--- src/rtl/inst_queue_pkg.sv ---
// inst_queue_pkg: shared instruction word types for the fetch/decode path
package inst_queue_pkg;
  typedef logic [31:0] word;
  localparam word NOP_WORD = 32'h0000_0000;
  typedef struct packed {
    logic validA;
    word  instA;
    logic validB;
    word  instB;
  } inst_pair_t;
endpackage

--- src/rtl/inst_queue.sv ---
// inst_queue: dual-issue circular fetch queue with optional NOP squeeze
module inst_queue
  import inst_queue_pkg::*;
#(
  parameter int DEPTH    = 8,
  parameter bit DROP_NOP = 1'b1
) (
  input  logic                     i_clk,
  input  logic                     i_rst,
  input  logic                     i_flush,
  input  logic                     i_validA,
  input  logic                     i_validB,
  input  word                      i_instA,
  input  word                      i_instB,
  output logic                     o_ready,
  input  logic [1:0]               i_deq,
  output word                      o_instA,
  output word                      o_instB,
  output logic                     o_validA,
  output logic                     o_validB,
  output logic [$clog2(DEPTH):0]   o_count,
  output logic                     o_drop
);
  localparam int PW = $clog2(DEPTH);
  localparam int CW = PW + 1;
  word             mem [DEPTH];
  logic [PW-1:0]   head, tail;
  logic [CW-1:0]   count;
  logic            drop, keep_a, keep_b, push;
  logic [1:0]      n_enq, req, n_deq;
  word             w0, w1;
  always_comb begin
    keep_a = i_validA && !(DROP_NOP && i_instA == NOP_WORD);
    keep_b = i_validB && !(DROP_NOP && i_instB == NOP_WORD);
    n_enq  = {1'b0, keep_a} + {1'b0, keep_b};
    w0     = keep_a ? i_instA : i_instB;
    w1     = i_instB;
    req    = i_deq == 2'd3 ? 2'd2 : i_deq;
    n_deq  = CW'(req) > count ? count[1:0] : req;
    push   = o_ready && (i_validA || i_validB);
  end
  assign o_ready  = count <= CW'(DEPTH - 2);
  assign o_validA = count >= CW'(1);
  assign o_validB = count >= CW'(2);
  assign o_instA  = o_validA ? mem[head] : NOP_WORD;
  assign o_instB  = o_validB ? mem[head + PW'(1)] : NOP_WORD;
  assign o_count  = count;
  assign o_drop   = drop;
  // storage is not reset; occupancy alone decides what is visible
  always_ff @(posedge i_clk) begin
    if (push && !i_flush) begin
      if (n_enq != 2'd0) mem[tail] <= w0;
      if (n_enq == 2'd2) mem[tail + PW'(1)] <= w1;
    end
  end
  always_ff @(posedge i_clk or posedge i_rst) begin
    if (i_rst) begin
      head  <= '0;
      tail  <= '0;
      count <= '0;
      drop  <= 1'b0;
    end else if (i_flush) begin
      head  <= '0;
      tail  <= '0;
      count <= '0;
      drop  <= 1'b0;
    end else begin
      drop  <= !o_ready && (i_validA || i_validB);
      head  <= head + PW'(n_deq);
      tail  <= push ? tail + PW'(n_enq) : tail;
      count <= count + (push ? CW'(n_enq) : CW'(0)) - CW'(n_deq);
    end
  end
endmodule

--- config.mk ---
export PLATFORM = sky130hd
export DESIGN_NAME = inst_queue
export DESIGN_NICKNAME = d
export VERILOG_FILES = /design/src/rtl/inst_queue_pkg.sv /design/src/rtl/inst_queue.sv
export SDC_FILE = /design/constraint.sdc
export NUM_CORES = 1
export LEC_CHECK = 0
export CAP_MARGIN = 20
export CORE_ASPECT_RATIO = 0.75
export CORE_UTILIZATION = 30
export DETAILED_ROUTE_END_ITERATION = 10
export SLEW_MARGIN = 20
export SYNTH_ARGS = -nofsm -noshare
export SYNTH_HDL_FRONTEND = slang
export SYNTH_SLANG_ARGS = --single-unit
--- constraint.sdc ---
create_clock -name i_clk -period 9.4 [get_ports i_clk]
set_input_delay 1.88 -clock i_clk [delete_from_list [all_inputs] [get_ports i_clk]]
set_output_delay 1.88 -clock i_clk [all_outputs]
set_load 0.1 [all_outputs]
==> run summary <==
Yosys mapped a number of flops with a built-in enable equal to 256. The placer's final routability congestion estimate came out at 0.760. The worst setup path is launched from a register. The number of nets in the finished design was 1243; the global-route wire length before repair was 72.3 mm. For this run, the slowest stage of the critical path takes 1.22 ns. The run finished with clean final reports.

The commonest cells after synthesis are sky130_fd_sc_hd__edfxtp_1, sky130_fd_sc_hd__mux2_4, sky130_fd_sc_hd__mux4_2. The first-iteration detailed-routing DRC count is 890. Relative to the synthesized area, the layout overhead comes to 18.7%. Summed over all layers, the global routing overflow is 0. The die covers 57700 µm². By startpoint and endpoint, the worst setup path is classified as reg -> out.

Buffers inserted during clock tree synthesis total 34. The synthesized netlist devotes 2.52% of its cell area to compound gates. In the final routed layout, each cell accounts on average for 26.2 µm.

The most common flop cell mapped by yosys was sky130_fd_sc_hd__edfxtp_1. In this run the cell area of the synthesized design comes to 17000 µm². Clock-pin slew was measured on the worst setup and hold paths at 0.05 ns. Measured against its own limit, the worst slew margin works out to 24.5%. Ranked by total cell area, the synthesized netlist is headed by sky130_fd_sc_hd__edfxtp_1, sky130_fd_sc_hd__mux2_4, sky130_fd_sc_hd__mux4_2. The tools report the final standard cell area without fillers as 20200 µm². Yosys printed 0 warnings.

The total negative slack for setup checks is 0 ns, and the post-route DRC violation count is 0. The placed wire-length estimate after detailed placement was 31.4 mm. CTS placed an instance of sky130_fd_sc_hd__clkbuf_16 at the clock tree root. The worst endpoint data arrival time is 4.98 ns, and the cell area reported after detailed placement is 19200 µm². After Yosys synthesis, and, or, nand and nor cells account for 4.24% of the synthesized area. TritonCTS built the clock tree.

The count of buffers added on input and output ports is 142. For the number of H-tree levels, the log shows 2. The final clock skew is 0.0305 ns. The via count of the first global-routing pass was 10400; the share of the synthesized netlist area taken by xor and xnor gates was 0.412%. The count of pins over their slew limit was 0. For the cell row count, the log shows 75. For the number of sinks on the clock net, the log shows 267. Distinct cell type count after synthesis: 38. The logs give 0 for the reported max-cap violation count and 5 for the number of detailed-route iterations in the first pass. The post-synthesis net count was 1121; the adder-cell area share of the yosys netlist was 1.57%. Counting flops and latches in the post-synthesis netlist gives 267.

The slowest stage cell on the critical path was sky130_fd_sc_hd__clkdlybuf4s50_1. The post-synthesis average cell area works out to 16.5 µm². The core region is 55900 µm². Of the cells placed in the final design, the portion with a size suffix greater than 1 is 41.0%.

The most used standard cell by instance count after synthesis was sky130_fd_sc_hd__edfxtp_1. The fraction of synthesis flops using an asynchronous set or reset pin came out at 4.12%. The worst path in the final design needs a cycle of 6.86 ns, including I/O delays and setup. Entering global routing, the biggest net connects 60 pins. The tools report the initial antenna violation count as 6.

At the later pin of the worst-skew pair, clock insertion delay measures 0.55 ns. The number of hold violations in the final report was 0; the number of buffers inserted by post-CTS setup repair was 0. The average via count per standard cell is 5.33, and the post-cts repair resize count is 0.

The routed layout has 10200 vias. The routed wire length was 49.8 mm; the maximum frequency from static timing analysis was 146 MHz. In this run, post-CTS hold repair placed 0 buffers. In this run the remaining antenna-violating nets after routing total 0.

The mux share of post-synthesis cell area is 41.1%. The longest clock path from root to sink contains 3 buffers. STA puts the critical path data required time at 7.52 ns. The main combinational cell family by area after synthesis was multiplexers.

The worst setup path is captured at an output pin. Setup repair after global routing left no endpoint under its margin. The repair_antennas step left the layout with diodes totalling 0.

The post-route fraction of the period consumed by the critical path is 72.9%. The die is 277 µm wide. The peak fanout along the critical path works out to 38. Walking the worst path, the cells encountered are ha_2 -> buf_4 -> mux4_2 -> nand2_1 -> a21oi_1 -> clkdlybuf4s50_1. In the global route stage, overall resource usage came out at 17.1%. The share of the synthesized area in the top cell type came out at 45.2%. The share of the Yosys chip area taken by registers is 46.8%. For this configuration, the core starts out at a cell density of 30.4%. The run gives 1031 as the gate count after technology mapping.

Of all cell types, the one taking the most synthesized area is sky130_fd_sc_hd__edfxtp_1. Setup violations remaining at the end of the flow were counted as 0. At the pin with the least slew margin, the transition time is 1.13 ns.

Pin placement for this block handled 143 I/O pins. The worst hold path belongs to the class reg -> reg. The die is 208 µm tall.
==> path summary, 6_finish.rpt <==
| path | slack, ns | cells after the start | to | from |
|---|---|---|---|---|
| hold reg to reg | 0.72 | 2 | tail[0] | tail[0] |
| setup reg to reg | 5.60 | 8 | mem[1][8] | o_count[3] |
| setup / recovery | 2.54 | 6 | o_instB[1] | head[1] |
| max in group asynchronous | 7.36 | 2 | head[0] | i_rst |
| min in group asynchronous | 1.66 | 2 | tail[1] | i_rst |
| hold / removal | 0.72 | 2 | tail[0] | tail[0] |
==> kinds of logic after synthesis <==
logic type | after synthesis
mux | 417
flops | 267
simple gates | 162
buf+inv | 97
compound gates | 61
fa+ha+maj | 19
xor+xnor | 8
==> registers in the layout, indices dropped and copies added, names as in the netlist <==
signal and count:
head 3, mem 256, o_count 4, o_drop 1, tail 3
==> metrics by stage <==
| step | hold WS (ns) | setup slack [ns] | std cells | utilization (%) |
|---|---|---|---|---|
| floorplan | 0.617 | 3.61 | 1031 | - |
| global placement | 0.665 | 2.66 | 1848 | 34.3 |
| detailed placement | 0.684 | 2.67 | 1848 | 34.3 |
| CTS | 0.692 | 2.50 | 1905 | 36.1 |
| finish | 0.716 | 2.54 | 1905 | 36.1 |
| global route | 0.745 | 2.34 | 1905 | 36.1 |
==> layout by cell type, fill, tap and decap left out, drive strengths merged, types with 2 or more instances in the layout <==
master,count
clkdlybuf4s50,142
edfxtp,256
o21ai,11
inv,20
nor4,16
nor3,5
clkinv,11
clkbuf,40
mux2i,33
nand2,79
mux2,256
a21oi,42
nor2b,5
and2,2
o211ai,2
buf,25
mux4,128
nand4,4
nand3,2
nor2,44
o31ai,2
nand2b,2
xnor2,6
fa,4
xor2,2
ha,15
dfrtp,11
==> worst max-delay path: cells and delay by family (launching register included) <==
family                   cells  cell delay [ns]
AO/OA/AOI/OAI                1             0.37
adder cells (fa/ha/maj)      1             1.01
buffers and inverters        2             1.90
flip-flops                   1             0.72
multiplexers                 1             0.33
AND/OR/NAND/NOR              1             0.05
==> metal layers <==
metal  vias up  share of wire, %  GRT usage, %
li1       4342                 -             -
met4        10               2.2          5.13
met5         -              0.12             0
met1      5343                45          23.9
met3        76               6.9          3.37
met2       386                46          26.8
==> cell type report <==
type	instances	area, µm²
clock buffers	40	895
clock inverters	17	131
fillers	5270	35700
inverters	16	60.1
multi-input cells	667	8610
flip-flops and latches	267	7970
well taps	731	915
repair buffers	167	1610
Power is left out: the tool's default activity adds up to more than one toggle a clock period on the data nets, which glitch-free logic cannot reach.
